--- src/rtl/rt_pkg.sv ---
// rtl/rt_pkg.sv - shared types and constants for the RT system-bus arbiter
package rt_pkg;

    localparam int unsigned RtNumReq         = 2;
    localparam int unsigned RtAddrWidth      = 32;
    localparam int unsigned RtDataWidth      = 32;
    localparam int unsigned RtMaxOutstanding = 4;

    // Requester port assignment on the shared manager port
    localparam int unsigned DbgSba = 0;
    localparam int unsigned Loader = 1;

    typedef struct packed {
        logic [RtAddrWidth-1:0]   addr;
        logic                     we;
        logic [RtDataWidth/8-1:0] be;
        logic [RtDataWidth-1:0]   wdata;
    } obi_req_t;

    typedef struct packed {
        logic [RtDataWidth-1:0] rdata;
        logic                   err;
    } obi_rsp_t;

    // Round-robin successor, wrapping n-1 back to 0
    function automatic int unsigned rr_next(input int unsigned cur, input int unsigned n);
        return (cur + 1 >= n) ? 0 : cur + 1;
    endfunction

endpackage

--- src/rtl/rt_id_fifo.sv ---
// rtl/rt_id_fifo.sv - in-order issuer ID FIFO for outstanding bus transactions
module rt_id_fifo #(
    parameter  int unsigned Depth    = 4,
    parameter  int unsigned Width    = 1,
    localparam int unsigned PtrWidth = (Depth > 1) ? $clog2(Depth) : 1,
    localparam int unsigned CntWidth = $clog2(Depth + 1)
) (
    input  logic                clk,
    input  logic                rst_n,
    input  logic                push_i,
    input  logic [Width-1:0]    data_i,
    input  logic                pop_i,
    output logic [Width-1:0]    data_o,
    output logic                full_o,
    output logic                empty_o,
    output logic [CntWidth-1:0] count_o
);

    logic [Width-1:0]    mem_q [Depth];
    logic [PtrWidth-1:0] wr_ptr_q, wr_ptr_d;
    logic [PtrWidth-1:0] rd_ptr_q, rd_ptr_d;
    logic [CntWidth-1:0] count_q, count_d;
    logic                push_eff, pop_eff;

    assign full_o  = (count_q == CntWidth'(Depth));
    assign empty_o = (count_q == '0);
    assign count_o = count_q;
    assign data_o  = mem_q[rd_ptr_q];

    // A pop frees the head slot, so push is accepted when full if a pop happens too
    assign pop_eff  = pop_i & ~empty_o;
    assign push_eff = push_i & (~full_o | pop_eff);

    // Pointer wrap and fill-level update
    always_comb begin
        wr_ptr_d = wr_ptr_q;
        rd_ptr_d = rd_ptr_q;
        count_d  = count_q;
        if (push_eff) begin
            wr_ptr_d = (wr_ptr_q == PtrWidth'(Depth - 1)) ? '0 : wr_ptr_q + 1'b1;
        end
        if (pop_eff) begin
            rd_ptr_d = (rd_ptr_q == PtrWidth'(Depth - 1)) ? '0 : rd_ptr_q + 1'b1;
        end
        case ({push_eff, pop_eff})
            2'b10:   count_d = count_q + 1'b1;
            2'b01:   count_d = count_q - 1'b1;
            default: count_d = count_q;
        endcase
    end

    // Pointer and count registers, flushed asynchronously
    always_ff @(posedge clk or negedge rst_n) begin
        if (!rst_n) begin
            wr_ptr_q <= '0;
            rd_ptr_q <= '0;
            count_q  <= '0;
        end else begin
            wr_ptr_q <= wr_ptr_d;
            rd_ptr_q <= rd_ptr_d;
            count_q  <= count_d;
        end
    end

    // Entry storage; contents are don't-care until pushed
    always_ff @(posedge clk) begin
        if (push_eff) begin
            mem_q[wr_ptr_q] <= data_i;
        end
    end

endmodule

--- src/rtl/rt_sba_obi_arbiter.sv ---
// rtl/rt_sba_obi_arbiter.sv - round-robin OBI arbiter with in-order response routing
module rt_sba_obi_arbiter
    import rt_pkg::*;
#(
    parameter  int unsigned NumReq         = RtNumReq,
    parameter  int unsigned AddrWidth      = RtAddrWidth,
    parameter  int unsigned DataWidth      = RtDataWidth,
    parameter  int unsigned MaxOutstanding = RtMaxOutstanding,
    localparam int unsigned BeWidth        = DataWidth / 8,
    localparam int unsigned IdWidth        = $clog2(NumReq),
    localparam int unsigned CntWidth       = $clog2(MaxOutstanding + 1)
) (
    input  logic                        clk,
    input  logic                        rst_n,
    input  logic [NumReq-1:0]           sbr_req_i,
    output logic [NumReq-1:0]           sbr_gnt_o,
    input  logic [NumReq*AddrWidth-1:0] sbr_addr_i,
    input  logic [NumReq-1:0]           sbr_we_i,
    input  logic [NumReq*BeWidth-1:0]   sbr_be_i,
    input  logic [NumReq*DataWidth-1:0] sbr_wdata_i,
    output logic [NumReq-1:0]           sbr_rvalid_o,
    output logic [DataWidth-1:0]        sbr_rdata_o,
    output logic                        sbr_err_o,
    output logic                        mgr_req_o,
    input  logic                        mgr_gnt_i,
    output logic [AddrWidth-1:0]        mgr_addr_o,
    output logic                        mgr_we_o,
    output logic [BeWidth-1:0]          mgr_be_o,
    output logic [DataWidth-1:0]        mgr_wdata_o,
    input  logic                        mgr_rvalid_i,
    input  logic [DataWidth-1:0]        mgr_rdata_i,
    input  logic                        mgr_err_i,
    output logic [CntWidth-1:0]         outstanding_o,
    output logic                        unexp_rsp_o
);

    logic [IdWidth-1:0] rr_ptr_q, rr_ptr_d;
    logic [IdWidth-1:0] sel_q, sel_d;
    logic               lock_q, lock_d;
    logic               unexp_q, unexp_d;
    logic [IdWidth-1:0] arb_sel;
    logic [IdWidth-1:0] sel;
    logic               handshake;
    logic               fifo_full, fifo_empty, fifo_pop;
    logic [IdWidth-1:0] head_id;

    // Round-robin search starting at the pointer; first asserted request wins
    always_comb begin
        int unsigned cand;
        logic        found;
        arb_sel = rr_ptr_q;
        found   = 1'b0;
        cand    = 0;
        for (int unsigned i = 0; i < NumReq; i++) begin
            cand = (32'(rr_ptr_q) + i) % NumReq;
            if (!found && sbr_req_i[IdWidth'(cand)]) begin
                found   = 1'b1;
                arb_sel = IdWidth'(cand);
            end
        end
    end

    // A stalled request keeps its winner so the manager sees a stable address phase
    assign sel       = lock_q ? sel_q : arb_sel;
    assign mgr_req_o = (|sbr_req_i) & ~fifo_full;
    assign handshake = mgr_req_o & mgr_gnt_i;
    assign fifo_pop  = mgr_rvalid_i & ~fifo_empty;

    assign mgr_addr_o  = sbr_addr_i[32'(sel)*AddrWidth +: AddrWidth];
    assign mgr_we_o    = sbr_we_i[sel];
    assign mgr_be_o    = sbr_be_i[32'(sel)*BeWidth +: BeWidth];
    assign mgr_wdata_o = sbr_wdata_i[32'(sel)*DataWidth +: DataWidth];

    assign sbr_rdata_o   = mgr_rdata_i;
    assign sbr_err_o     = mgr_err_i;
    assign unexp_rsp_o   = unexp_q;

    // Grant and response-valid fan-out to the selected / oldest requester
    always_comb begin
        sbr_gnt_o    = '0;
        sbr_rvalid_o = '0;
        if (handshake) begin
            sbr_gnt_o[sel] = 1'b1;
        end
        if (fifo_pop) begin
            sbr_rvalid_o[head_id] = 1'b1;
        end
    end

    // Next-state for pointer, lock and sticky unexpected-response flag
    always_comb begin
        rr_ptr_d = rr_ptr_q;
        sel_d    = sel_q;
        lock_d   = lock_q;
        unexp_d  = unexp_q | (mgr_rvalid_i & fifo_empty);
        if (handshake) begin
            rr_ptr_d = IdWidth'(rr_next(32'(sel), NumReq));
            lock_d   = 1'b0;
        end else if (mgr_req_o) begin
            lock_d = 1'b1;
            sel_d  = sel;
        end
    end

    // Arbiter state registers
    always_ff @(posedge clk or negedge rst_n) begin
        if (!rst_n) begin
            rr_ptr_q <= '0;
            sel_q    <= '0;
            lock_q   <= 1'b0;
            unexp_q  <= 1'b0;
        end else begin
            rr_ptr_q <= rr_ptr_d;
            sel_q    <= sel_d;
            lock_q   <= lock_d;
            unexp_q  <= unexp_d;
        end
    end

    rt_id_fifo #(
        .Depth (MaxOutstanding),
        .Width (IdWidth)
    ) u_id_fifo (
        .clk     (clk),
        .rst_n   (rst_n),
        .push_i  (handshake),
        .data_i  (sel),
        .pop_i   (fifo_pop),
        .data_o  (head_id),
        .full_o  (fifo_full),
        .empty_o (fifo_empty),
        .count_o (outstanding_o)
    );

    // A locked requester must hold its request until granted
    a_req_held: assert property (@(posedge clk) disable iff (!rst_n) lock_q |-> sbr_req_i[sel_q]);

endmodule

--- config.mk ---
export PLATFORM = sky130hd
export DESIGN_NAME = rt_sba_obi_arbiter
export DESIGN_NICKNAME = d
export VERILOG_FILES = /design/src/rtl/rt_pkg.sv /design/src/rtl/rt_id_fifo.sv /design/src/rtl/rt_sba_obi_arbiter.sv
export SDC_FILE = /design/constraint.sdc
export NUM_CORES = 1
export LEC_CHECK = 0
export ABC_AREA = 1
export BUFFER_PORTS_ARGS = -buffer_cell sky130_fd_sc_hd__buf_2
export CAP_MARGIN = 20
export CORE_AREA = 3 3 111 113
export DETAILED_ROUTE_END_ITERATION = 16
export DIE_AREA = 0 0 114 116
export GPL_ROUTABILITY_DRIVEN = 0
export PLACE_DENSITY = 0.66
export SETUP_SLACK_MARGIN = 0.5
export SYNTH_ARGS = -nofsm -noshare
export SYNTH_HDL_FRONTEND = slang
export SYNTH_HIERARCHICAL = 1
export SYNTH_SLANG_ARGS = --single-unit
--- constraint.sdc ---
create_clock -name clk -period 2.6 [get_ports clk]
set_input_delay 0.52 -clock clk [delete_from_list [all_inputs] [get_ports clk]]
set_output_delay 0.52 -clock clk [all_outputs]
set_load 0.01 [all_outputs]
==> results of run 1 <==
[cell type report]
| cell class | instances | area share [%] |
|---|---|---|
| sequential | 15 | 8.503 |
| tap | 143 | 3.836 |
| inverter | 27 | 2.173 |
| multi-input combinational | 274 | 44.42 |
| clock buffer | 3 | 1.609 |
| clock inverter | 1 | 0.1073 |
| timing repair buffer | 254 | 39.35 |
[kinds of logic after synthesis]
group | Yosys count | synth area share [%]
AND/OR/NAND/NOR | 254 | 61.66
buffers and inverters | 81 | 19.06
flip-flops | 15 | 13.48
AO/OA/AOI/OAI | 11 | 2.687
adder cells (fa/ha/maj) | 6 | 2.815
XOR/XNOR | 1 | 0.2986
[routing by layer]
metal,global-route usage [%],up-vias,share of wire [%]
li1,-,1545,-
met1,14.52,1389,37
met2,22.99,128,55
met3,2.820,9,7.5
met4,2.692,0,0.59
met5,0,-,0
[cells in the final DEF, fill, tap and decap left out, drive strengths merged, types with 2 or more instances in the layout]
master / instances
edfxtp: 4
nor2: 9
clkbuf: 10
dfrtp: 11
buf: 247
a21oi: 3
ha: 5
nand4: 2
nand3: 75
o21ai: 5
inv: 27
nand2: 168
[flip-flops by register name (all words and copies together) (netlist names)]
| register | cells |
|---|---|
| lock_q | 1 |
| rr_ptr_q | 1 |
| sel_q | 1 |
| u_id_fifo/count_o | 3 |
| u_id_fifo/mem_q | 4 |
| u_id_fifo/rd_ptr_q | 2 |
| u_id_fifo/wr_ptr_q | 2 |
| unexp_rsp_o | 1 |
[worst max-delay path, stage by stage]
cell and delay [ps]:
sky130_fd_sc_hd__clkbuf_4 150, sky130_fd_sc_hd__inv_1 50, sky130_fd_sc_hd__nand2_1 70, sky130_fd_sc_hd__nand2_2 90
sky130_fd_sc_hd__nand2_8 150, sky130_fd_sc_hd__buf_12 190, sky130_fd_sc_hd__nand3_1 150, sky130_fd_sc_hd__nand2_2 120
sky130_fd_sc_hd__buf_6 110
[power by group through the flow]
stage / Combinational [W] / Sequential (W) / Clock [W]
4_1_cts: 0.00345 / 0.000434 / 0.000310
3_3_place_gp: 0.00329 / 0.000439 / 0
6_report: 0.00424 / 0.000443 / 0.000305
2_1_floorplan: 0.00241 / 0.000437 / 0
5_1_grt: 0.00462 / 0.000457 / 0.000323
3_5_place_dp: 0.00331 / 0.000441 / 0
[repair_timing]
| action | in CTS | in global routing |
|---|---|---|
| setup endpoints to repair | 65 | 73 |
| pin swaps | 2 | 8 |
| gates resized for setup | 6 | 64 |
| gates cloned | 0 | 8 |
| buffers inserted | 7 | 7 |
[through the flow]
| step | hold slack, ps | power (W) | instances |
|---|---|---|---|
| floorplan | 224.4 | 0.002847 | 368 |
| global placement | 416.3 | 0.003731 | 691 |
| detailed placement | 415.9 | 0.003746 | 691 |
| CTS | 152.4 | 0.004188 | 702 |
| global route | 154.4 | 0.005404 | 717 |
| finish | 139.3 | 0.004993 | 717 |
[worst max-delay path by stage]
stage                                      from                                to  cells past startpoint
6_report                           sbr_req_i[0]                   mgr_wdata_o[16]                      9
5_1_grt        u_id_fifo/count_o[1]$_DFFE_PN0P_                      sbr_gnt_o[1]                      9
4_1_cts        u_id_fifo/count_o[1]$_DFFE_PN0P_                      sbr_gnt_o[1]                      9
3_5_place_dp                       sbr_req_i[1]                    mgr_wdata_o[0]                      9
3_3_place_gp                       sbr_req_i[1]                    mgr_wdata_o[0]                      9
2_1_floorplan  u_id_fifo/count_o[0]$_DFFE_PN0P_  u_id_fifo/count_o[2]$_DFFE_PN0P_                     13
==> flow_results.org, run 1 <==
** Yosys
- Number of synthesized register bits :: 15
- Mean Syn Cell Area :: 7.973 µm²
- Most numerous cell in the Yosys netlist :: sky130_fd_sc_hd__nand3_1
- Synthesis instantiated 29 different standard cells from the library.
- Warnings, synthesis :: 6
- Top post-synthesis cells by area :: sky130_fd_sc_hd__nand2_4 28%, sky130_fd_sc_hd__nand2_2 15%, sky130_fd_sc_hd__nand3_1 12%
- Cell type with the largest total area after synthesis :: sky130_fd_sc_hd__nand2_4
- Portion of the post-synthesis area used by sequential elements :: 13.48%
- In this run the cell area of the synthesized design comes to 2934 µm².
- Ranked by instance count, the synthesized netlist is headed by 73 x sky130_fd_sc_hd__nand3_1, 72 x sky130_fd_sc_hd__nand2_4, 71 x sky130_fd_sc_hd__nand2_2.
- Most used flip-flop cell after synthesis :: sky130_fd_sc_hd__dfrtp_1
- Number of synthesized flops with an enable pin :: 4
- Fraction of synthesized cell area taken by the top area cell type :: 27.63%
- After technology mapping, the gate count stands at 368.
- Post-synthesis async set-or-reset flop share :: 73.33%
- Post-synthesis net count :: 551

** Place
- During placement, the flow inserted port buffers numbering 221.
- The placed instances occupy a cell area of 3949 µm².
- DP Worst Slack :: 405.6 ps
- Detailed placement ended at an HPWL of 7685 µm.

** Drt
- Violation count after the first detailed-routing iteration :: 128
- After detailed routing, the number of remaining DRC violations is 0.
- Via density per instance :: 4.283
- Number of iterations in the first detailed-routing pass :: 4
- After detailed routing, the average wire length per cell comes to 14.35 µm.
- Post-DRT Antenna Nets :: 0
- Across all layers, the routed design uses 3071 vias.
- Wires add up to 10290 µm.

** Cells and area
- Storage cell area :: 396.6 µm²
- The post-route netlist has 73.69% of its cells at a drive strength greater than 1.
- Post-layout util :: 40.85%
- The repair_antennas step left the layout with diodes totalling 0.
- Layout Area Growth over Synthesis :: 58.98%
- Multi-input logic area :: 2072 µm²
- After routing the design area is 4664 µm².
- # fillers :: 1170
- In the final design database the tool counted 758 nets.

** Clock tree
- TritonCTS clock tree :: yes
- In this run the deepest clock path goes through 2 buffers.
- For the worst-skew pair, the clock arrives at the later sink with an insertion delay of 250 ps.
- Inserted Clock Buffers :: 3
- Number of hold-repair buffers added at the cts stage :: 0
- In this run the number of H-tree levels came out at 1.
- In this run the clock root is driven by a sky130_fd_sc_hd__clkbuf_16.
- Clock-pin slew was measured on the worst setup and hold paths at 50 ps.
- For this design, the sink count on the clock tree is 15.

** Power and ir drop
- For this design the total switching power over the nets is 0.002392 W.
- In this run the power density over the cells is 1070 nW/µm².
- The analysis attributes to cell leakage a power of 2.799 nW.
- The share of total power dissipated in sequential elements is 8.9%.
- Of the total power, the share spent switching nets is 47.91%.
- IR analysis of the VDD net gives a maximum drop of 0.4669 mV.
- P_int :: 0.002601 W
- Per report_power, the combinational group accounts for 85.0% of the total.
- In this run, the clock network consumes 6.1% of the power.

** STA
- The max-slew violation count is 0.
- Adding up every negative setup slack in the final design gives 0 ps.
- Transition at the pin with the smallest max-transition slack :: 271.8 ps
- Fmax :: 0.4717 GHz
- On the final layout, the worst clock skew is 2.909 ps.
- The clock period could shrink to 2120 ps.
- Final hold violations :: 0
- Setup repair after global routing could not meet its margin everywhere.
- Setup slack closes at 480.2 ps.
- Share of the clock period used by the worst path after layout :: 81.53%
- Setup violations remaining at the end of the flow were counted as 0.
- Measured against its own limit, the worst slew margin works out to 81.88%.

** Critical path
- Maximum fanout encountered on the critical timing path :: 23
- The worst register-to-register path begins at u_id_fifo/count_o[1]$_DFFE_PN0P_.
- The endpoint identified for the worst register-to-register timing path is u_id_fifo/count_o[2]$_DFFE_PN0P_.
- Crit path required time :: 2080 ps
- STA puts the critical path data arrival time at 1600 ps.
- For flop-to-flop paths, the worst setup slack is 630 ps.
- Counting cells, the worst reg-to-reg path comes to 14.
- Crit path kind :: input port to primary output
- STA classifies the critical path endpoint as a primary output.
- STA classifies the critical path startpoint as an input port.

** Run status
- The flow ran to the end, and the final reports show no timing, DRC or antenna violations.

** Global routing
- Global routing usage summed across all routing layers :: 12.39%
- Wire length of the first global-routing pass :: 13230 µm
- The number of antenna violations at the first check in global routing is 0.
- Number of global-route vias before repair :: 2586
- Overflow left after global routing :: 0
- Pin count of the biggest net entering global routing :: 51

** Floorplanning
- DIE AREA :: 13220 µm²
- The die is 114 µm wide.
- Total number of placement rows :: 39
- Ports :: 288
- The region available for standard cell placement spans 11420 µm².
- For this configuration, the core starts out at a cell density of 25.70%.
- The floorplan step set the die height to 116 µm.

** Worst hold path
- The worst hold path belongs to the class input port to asynchronous set/reset pin.

** Run
- Number of maximum-capacitance constraint violations :: 0
(Power assumes the default switching activity.)
==> run 2: changes to the inputs <==
--- a/config.mk
+++ b/config.mk
@@ -8,11 +8,11 @@
 export ABC_AREA = 1
 export BUFFER_PORTS_ARGS = -buffer_cell sky130_fd_sc_hd__buf_2
 export CAP_MARGIN = 20
-export CORE_AREA = 3 3 111 113
+export CORE_AREA = 3 3 112 114
 export DETAILED_ROUTE_END_ITERATION = 16
-export DIE_AREA = 0 0 114 116
+export DIE_AREA = 0 0 115 117
 export GPL_ROUTABILITY_DRIVEN = 0
-export PLACE_DENSITY = 0.66
+export PLACE_DENSITY = 0.67
 export SETUP_SLACK_MARGIN = 0.5
 export SYNTH_ARGS = -nofsm -noshare
 export SYNTH_HDL_FRONTEND = slang
==> constraint.sdc (replaced) <==
create_clock -name clk -period 1.9 [get_ports clk]
set_input_delay 0.38 -clock clk [delete_from_list [all_inputs] [get_ports clk]]
set_output_delay 0.38 -clock clk [all_outputs]
set_load 0.01 [all_outputs]
==> run 2 against run 1 <==
Net effect: the flow now finishes with violations (negative setup slack); sequential share of layout area decreased by 1.1 points; combinational power is 68% higher; first-iteration DRC count down 8.6%; non-clock buffer count rose by 9; design area up 16%; critical path depth shrank 2; worst hold slack got worse by 130 ps; critical path type is now flip-flop to primary output.
==> flow_results.org, run 2 (synthesis results as in run 1) <==
** Run
- The max capacitance violation total was 0 (unchanged).

** STA
- Fin crit period :: 1955 ps
- Fin Clk Skew :: 2.196 ps (was 2.909 ps)
- RSZ-0062 raised after global routing :: yes (unchanged)
- Transition at the pin with the smallest max-transition slack :: 297.8 ps (was 271.8 ps)
- The worst path uses 102.9% of the clock period.
- The setup violation total in the final timing report is 43 (was 0).
- Remaining max-slew budget at the tightest pin :: 80.15% (was 81.88%)
- Based on the critical path, the design can be clocked at up to 0.5116 GHz.
- Slack of the critical path :: -54.55 ps (was 480.2 ps)
- The worst slack on hold paths is 9.778 ps (was 139.3 ps).
- The hold violation count in the final report came to 0 (unchanged).
- Total negative slack for setup checks :: -1317 ps (was 0 ps)
- The max-slew violation count was 0 (unchanged).

** Cells and area
- The total number of nets in the final design is 766 (was 758).
- Summed area of non-filler cells in the final layout :: 5391 µm² (was 4664 µm²)
- The fraction of layout cells with a size suffix above 1 was 78.35% (was 73.69%).
- Highest-count cells in the layout ignoring fill and taps: 156 x sky130_fd_sc_hd__buf_2, 143 x sky130_fd_sc_hd__nand2_4, 78 x sky130_fd_sc_hd__buf_6 (was 181 x sky130_fd_sc_hd__buf_2, 74 x sky130_fd_sc_hd__nand2_4, 72 x sky130_fd_sc_hd__nand3_1).
- Largest register by flop count :: u_id_fifo/mem_q (unchanged)
- Total inserted antenna cells :: 0 (unchanged)
- Most common cell after layout, fill and taps aside :: sky130_fd_sc_hd__buf_2 (unchanged)
- The flip-flop count of the largest register after layout was 4 (unchanged).
- Layout Area Growth over Synthesis :: 83.75% (was 58.98%)
- Non-filler instance count after layout :: 725 (was 717)

** Global routing
- The pin count of the biggest net entering global routing is 41 (was 51).
- The global-route wire length before repair is 14310 µm (was 13230 µm).
- Number of global-route vias before repair :: 2919 (was 2586)
- Overflow left after global routing :: 0 (unchanged)
- The number of antenna violations at the first check in global routing is 0 (unchanged).
- Global routing usage summed across all routing layers :: 12.96% (was 12.39%)

** Clock tree
- The total clock sinks was 15 (unchanged).
- TritonCTS clock tree :: yes (unchanged)
- Clk Latency, worst-skew pair :: 250 ps (about the same)
- The clock buffer count from CTS came to 3 (unchanged).
- Number of levels the H-tree was split into :: 1 (unchanged)
- The cell chosen for the clock root is sky130_fd_sc_hd__clkbuf_16 (unchanged).
- CTS clock-pin slew for the worst setup and hold paths :: 50 ps (about the same)
- Number of hold-repair buffers added at the cts stage :: 0 (unchanged)
- The buffer levels on the longest clock path was 2 (unchanged).

** Critical path
- Critical Path, Cell by Cell :: a21oi_4, nand2_4, nand2_8, clkbuf_16, nand2_4, nand2_4, buf_6 (was clkbuf_4, inv_1, nand2_1, nand2_2, nand2_8, buf_12, nand3_1, nand2_2, buf_6)
- The required time at the endpoint of the critical path came to 1520 ps (was 2080 ps).
- Maximum single-stage delay on the critical path :: 440 ps (was 190 ps)
- The arrival time of the worst setup path was 1570 ps (was 1600 ps).
- Dominant cell type by count on the critical path :: sky130_fd_sc_hd__nand2_4 (was sky130_fd_sc_hd__nand2_2)
- The nature of the critical path startpoint is a flip-flop (was input port).
- The class of the most critical setup path is flip-flop to primary output (was input port to primary output).
- Crit-path slowest cell :: sky130_fd_sc_hd__dfrtp_2 (was sky130_fd_sc_hd__buf_12)
- The critical path endpoint category is a primary output (unchanged).
- Maximum fanout encountered on the critical timing path :: 7 (was 23)

** Drt
- Number of iterations in the first detailed-routing pass :: 4 (unchanged)
- The total number of vias came to 3253 (was 3071).
- Total detailed-routing wirelength :: 10730 µm (was 10290 µm)
- The residual antenna-violating net count after detailed routing is 0 (unchanged).
- M1 wire length :: 3769 µm (was 3777 µm)
- The routed length per placed instance was 14.79 µm (was 14.35 µm).
- The top metal layer carrying routed signals is met4 (unchanged).
- Routed met3 length :: 1011 µm (was 767 µm)
- The via-per-instance ratio is 4.487 (was 4.283).
- The final routed DRC violation total came to 0 (unchanged).
- Routed met2 length :: 5827 µm (was 5681 µm)
- Violation count after the first detailed-routing iteration :: 117 (was 128)

** Power and ir drop
- The sum of internal, switching and leakage power came to 0.008158 W (was 0.004993 W).
- Part of the total power dissipated in sequential elements :: 7.4% (was 8.9%)
- PD cells :: 1513 nW/µm² (was 1070 nW/µm²)
- The switching power of the nets came to 0.003882 W (was 0.002392 W).
- Static leakage :: 3.028 nW (was 2.799 nW)
- Switching Share :: 47.59% (was 47.91%)
- The part of the total power dissipated in combinational logic was 87.4% (was 85.0%).
- P_int :: 0.004276 W (was 0.002601 W)
- Maximum ir drop on the vdd rail :: 0.5161 mV (was 0.4669 mV)
- The part of the power in the clock network came to 5.1% (was 6.1%).

** Place
- The number of buffers added on ports came to 221 (unchanged).
- Placed Instances :: 699 (was 691)
- The cell area reported after detailed placement is 4420 µm² (was 3949 µm²).
- Detailed Place HPWL :: 7909 µm (was 7685 µm)

** Floorplanning
- The die boundary height was 117 µm (was 116 µm).
- The area inside the core boundary is 11520 µm² (was 11420 µm²).
- Total number of placement rows :: 39 (unchanged)
- DIE AREA :: 13460 µm² (was 13220 µm²)
- The initial core utilization was 25.48% (was 25.70%).
- The number of top-level pins is 288 (unchanged).
- Die X :: 115 µm (was 114 µm)

** Run status
- Failing checks :: negative setup slack
- Result of the run: finished with violations (was finished clean).

** Worst hold path
- The path class of the lowest-slack min-delay path is input port to asynchronous set/reset pin (unchanged).
## run 2: changes by cell type in the layout (fill, tap and decap cells not counted), moves of 3 or more
| cell | change |
|---|---|
| sky130_fd_sc_hd__nor2_4 | +3 |
| sky130_fd_sc_hd__nor2_2 | +3 |
| sky130_fd_sc_hd__buf_6 | +37 |
| sky130_fd_sc_hd__inv_1 | -7 |
| sky130_fd_sc_hd__buf_2 | -25 |
| sky130_fd_sc_hd__nand2_1 | -4 |
| sky130_fd_sc_hd__nand2_2 | -67 |
| sky130_fd_sc_hd__inv_2 | +3 |
| sky130_fd_sc_hd__nor2_1 | -6 |
| sky130_fd_sc_hd__nand2_4 | +69 |
## run 2: critical path: cells and delay by family, from the launching register on
family | cells | cell delay (ps)
DFF | 1 | 440
and+or+nand+nor | 4 | 410
buffers and inverters | 2 | 300
AOI/OAI and AO/OA | 1 | 150
## run 2: worst paths after layout
check,startpoint,end,slack (ps),depth (start not counted)
hold / removal,rst_n,unexp_rsp_o$_DFF_PN0_,10,1
hold reg to reg,unexp_rsp_o$_DFF_PN0_,unexp_rsp_o$_DFF_PN0_,450,1
setup reg to reg,u_id_fifo/count_o[0]$_DFFE_PN0P_,u_id_fifo/count_o[1]$_DFFE_PN0P_,60,11
min in group clk,mgr_rvalid_i,unexp_rsp_o$_DFF_PN0_,350,2
max in group asynchronous,rst_n,lock_q$_DFFE_PN0P_,1640,1
setup / recovery,lock_q$_DFFE_PN0P_,mgr_wdata_o[11],-50,7
## run 2: layout make-up
cell class	count	area, µm²
fill	1067	6125
multi-input combinational	273	2510
timing repair buffer	263	2100
sequential	15	399.1
tap	143	178.9
inverter	27	123.9
clock buffer	3	75.07
clock inverter	1	5.005
## run 2: layer usage
metal | vias up | track usage (%)
li1 | 1561 | -
met1 | 1492 | 15.09
met2 | 185 | 24.31
met3 | 15 | 3.342
met4 | 0 | 1.956
met5 | - | 0
## run 2: metrics by stage
stage / utilization [%] / worst slack (ps)
6_report: 46.82 / -54.55
5_1_grt: 46.82 / -145.9
4_1_cts: 42.37 / -60.07
3_5_place_dp: 38.39 / 41.53
3_3_place_gp: 38.39 / 62.12
2_1_floorplan: - / 36.21
## run 2: power by group through the flow
| stage | Clock (W) | Sequential (W) | Combinational [W] |
|---|---|---|---|
| 4_1_cts | 0.000430 | 0.000592 | 0.00602 |
| 2_1_floorplan | 0 | 0.000610 | 0.00389 |
| 6_report | 0.000419 | 0.000607 | 0.00713 |
| 3_5_place_dp | 0 | 0.000600 | 0.00526 |
| 5_1_grt | 0.000446 | 0.000625 | 0.00763 |
| 3_3_place_gp | 0 | 0.000598 | 0.00521 |
## run 2: timing repair
item	CTS	global route
resized for setup	63	67
setup buffers	8	8
pin swaps	15	15
setup endpoints to repair	83	86
cloned	0	6
==> run 3: changes to the inputs <==
--- a/config.mk
+++ b/config.mk
@@ -12,6 +12,8 @@
 export DETAILED_ROUTE_END_ITERATION = 16
 export DIE_AREA = 0 0 115 117
 export GPL_ROUTABILITY_DRIVEN = 0
+export GPL_TIMING_DRIVEN = 0
+export HOLD_SLACK_MARGIN = 0.12
 export PLACE_DENSITY = 0.67
 export SETUP_SLACK_MARGIN = 0.5
 export SYNTH_ARGS = -nofsm -noshare
==> run 3 against run 2 <==
Net effect: largest cell class is now buffers; clock-buffer cell count increased by 1; critical path depth unchanged; flip-flop and latch count unchanged; the run still ends with negative setup slack left; clock skew increased by 3.7 ps; largest power group unchanged; critical path type unchanged; power increased by 6.6%.
==> flow_results.org, run 3 (synthesis results as in run 1) <==
** Run status
- Result of the run :: finished with violations (unchanged)
- Failing checks: negative setup slack (unchanged).

** STA
- The final critical delay including setup and external delays is 2007 ps (was 1955 ps).
- The part of the cycle the worst path needs was 105.6% (was 102.9%).
- Transition at the pin with the smallest max-transition slack :: 269.4 ps (was 297.8 ps)
- The final setup TNS came to -5094 ps (was -1317 ps).
- RSZ-0062 raised after global routing :: yes (unchanged)
- Final hold violations :: 0 (unchanged)
- The setup violation total in the final timing report is 70 (was 43).
- The smallest setup slack after layout was -106.5 ps (was -54.55 ps).
- Fin Clk Skew :: 5.908 ps (was 2.196 ps)
- Max Slew Vio Count :: 0 (unchanged)
- The achievable frequency is 0.4984 GHz (was 0.5116 GHz).
- Remaining max-slew budget at the tightest pin :: 82.04% (was 80.15%)

** Drt
- Number of iterations in the first detailed-routing pass :: 4 (unchanged)
- The residual antenna-violating net count after detailed routing was 0 (unchanged).
- Detail-routed net length per standard cell :: 15.22 µm (was 14.79 µm)
- Via total after detailed routing :: 3559 (was 3253)
- Violation count after the first detailed-routing iteration :: 144 (was 117)
- Total detailed-routing wirelength :: 12320 µm (was 10730 µm)
- Via density per instance :: 4.399 (was 4.487)
- DRC violations left :: 0 (unchanged)

** Floorplanning
- The width of the die was 115 µm (unchanged).
- Initial core utilization :: 25.48% (unchanged)
- The number of top-level pins is 288 (unchanged).
- Total number of placement rows :: 39 (unchanged)
- Overall die height :: 117 µm (unchanged)
- The die footprint is 13460 µm² (unchanged).
- Placeable core region :: 11520 µm² (unchanged)

** Run
- The max capacitance violation total is 0 (unchanged).

** Cells and area
- # fillers :: 1049 (was 1067)
- Layout Area Growth over Synthesis :: 104.9% (was 83.75%)
- The end-of-flow core utilization came to 52.19% (was 46.82%).
- Largest register by flop count :: u_id_fifo/mem_q (unchanged)
- The commonest non-fill, non-tap cell in the layout is sky130_fd_sc_hd__buf_2 (unchanged).
- Highest-count cells in the layout ignoring fill and taps :: 196 x sky130_fd_sc_hd__buf_2, 142 x sky130_fd_sc_hd__nand2_4, 82 x sky130_fd_sc_hd__buf_6 (was 156 x sky130_fd_sc_hd__buf_2, 143 x sky130_fd_sc_hd__nand2_4, 78 x sky130_fd_sc_hd__buf_6)
- Storage cell area :: 397.9 µm² (was 399.1 µm²)
- The antenna cell count is 0 (unchanged).
- The total number of nets in the final design came to 850 (was 766).
- Flip-flop count of the largest register after layout :: 4 (unchanged)
- The area of combinational cells with multiple inputs is 2564 µm² (was 2510 µm²).
- The fraction of layout cells with a size suffix above 1 was 82.58% (was 78.35%).

** Worst hold path
- The path class of the lowest-slack min-delay path was input port to flip-flop (was input port to asynchronous set/reset pin).

** Clock tree
- Clk Tree Root Cell :: sky130_fd_sc_hd__clkbuf_16 (unchanged)
- The total clock sinks was 15 (unchanged).
- TritonCTS clock tree :: yes (unchanged)
- Inserted Clock Buffers :: 3 (unchanged)
- The number of levels the H-tree was split into is 1 (unchanged).
- Clk Latency, worst-skew pair :: 250 ps (about the same)
- The buffer levels on the longest clock path is 2 (unchanged).
- CTS clock-pin slew for the worst setup and hold paths :: 50 ps (about the same)

** Global routing
- The global-route wire length before repair is 16730 µm (was 14310 µm).
- M3 GR Usage :: 2.879% (was 3.342%)
- The global routing usage summed across all routing layers came to 15.54% (was 12.96%).
- Pin count of the biggest net entering global routing :: 12 (was 41)
- The number of antenna violations at the first check in global routing was 0 (unchanged).
- Most used routing layer in global routing :: met2 (unchanged)
- The global routing met2 resource utilization is 29.21% (was 24.31%).
- Overflow left after global routing :: 0 (unchanged)
- Number of global-route vias before repair :: 3384 (was 2919)
- Met1 usage :: 18.41% (was 15.09%)

** Critical path
- The largest driver fanout on the critical path was 10 (was 7).
- Crit path required time :: 1520 ps (about the same)
- FF-to-FF setup slack :: 30 ps (was 60 ps)
- The arrival time of the worst setup path was 1630 ps (was 1570 ps).
- Crit path kind :: flip-flop to primary output (unchanged)
- Critical path startpoint category :: flip-flop (unchanged)
- Kind of end point of the critical path :: primary output (unchanged)

** Place
- DP Worst Slack :: -158.9 ps (was 41.53 ps)
- The post-DP HPWL came to 8729 µm (was 7909 µm).
- The number of buffers added on ports was 254 (was 221).

** Power and ir drop
- The worst-case vdd ir drop was 0.4934 mV (was 0.5161 mV).
- The leakage dissipation came to 3.431 nW (was 3.028 nW).
- The power density over cell area is 1447 nW/µm² (was 1513 nW/µm²).
## run 3: critical path, cell delays in order (launching register included)
cell and delay [ps]:
sky130_fd_sc_hd__dfrtp_2 440, sky130_fd_sc_hd__a21oi_4 160, sky130_fd_sc_hd__buf_4 140, sky130_fd_sc_hd__nand2_2 140
sky130_fd_sc_hd__buf_6 190, sky130_fd_sc_hd__nand3_1 130, sky130_fd_sc_hd__nand2_4 70, sky130_fd_sc_hd__buf_6 120
## run 3: worst paths after layout
| kind | depth (start not counted) | from | end |
|---|---|---|---|
| max | 7 | lock_q$_DFFE_PN0P_ | mgr_be_o[1] |
| min | 2 | mgr_rvalid_i | unexp_rsp_o$_DFF_PN0_ |
| max reg2reg | 13 | u_id_fifo/count_o[0]$_DFFE_PN0P_ | u_id_fifo/count_o[2]$_DFFE_PN0P_ |
| min reg2reg | 1 | unexp_rsp_o$_DFF_PN0_ | unexp_rsp_o$_DFF_PN0_ |
| max in group asynchronous | 2 | rst_n | lock_q$_DFFE_PN0P_ |
| min in group asynchronous | 2 | rst_n | u_id_fifo/count_o[2]$_DFFE_PN0P_ |
## run 3: final cells by class
class / count / share of cell area, %
inverter: 27 / 1.894
timing repair buffer: 293 / 35.97
multi-input combinational: 273 / 42.65
sequential: 15 / 6.619
buffer: 54 / 8.576
clock buffer: 4 / 1.311
tap: 143 / 2.977
## run 3: per-layer routing
| layer | wire (µm) | vias up | share of wire (%) |
|---|---|---|---|
| met5 | 0 | - | 0 |
| met3 | 992 | 14 | 8.1 |
| li1 | - | 1732 | - |
| met4 | 181 | 0 | 1.5 |
| met1 | 4448 | 1620 | 36 |
| met2 | 6693 | 193 | 54 |
## run 3: what timing repair did
action | CTS | global route
endpoints found under the setup margin | 83 | 90
pin swaps | 14 | 13
hold buffers | 1 | 0
cloned | 4 | 3
gates resized for setup | 124 | 24
endpoints found under the hold margin | 11 | 0
buffers inserted | 22 | 10
## run 3: power breakdown
part           internal (W)  total [W]  switching [W]
registers          0.000483   0.000611       0.000128
clock network      0.000285   0.000418       0.000134
logic               0.00389    0.00767        0.00379
## run 3: metrics by stage
stage          std cells  hold slack, ps  total power [W]  cell area [µm²]
2_1_floorplan        368           84.41         0.004500             3348
3_3_place_gp         765           266.5         0.005924             4798
3_5_place_dp         765           270.1         0.005993             4798
4_1_cts              796           353.4         0.008183             5767
5_1_grt              809           366.6         0.009265             6011
6_report             809           357.5         0.008700             6011
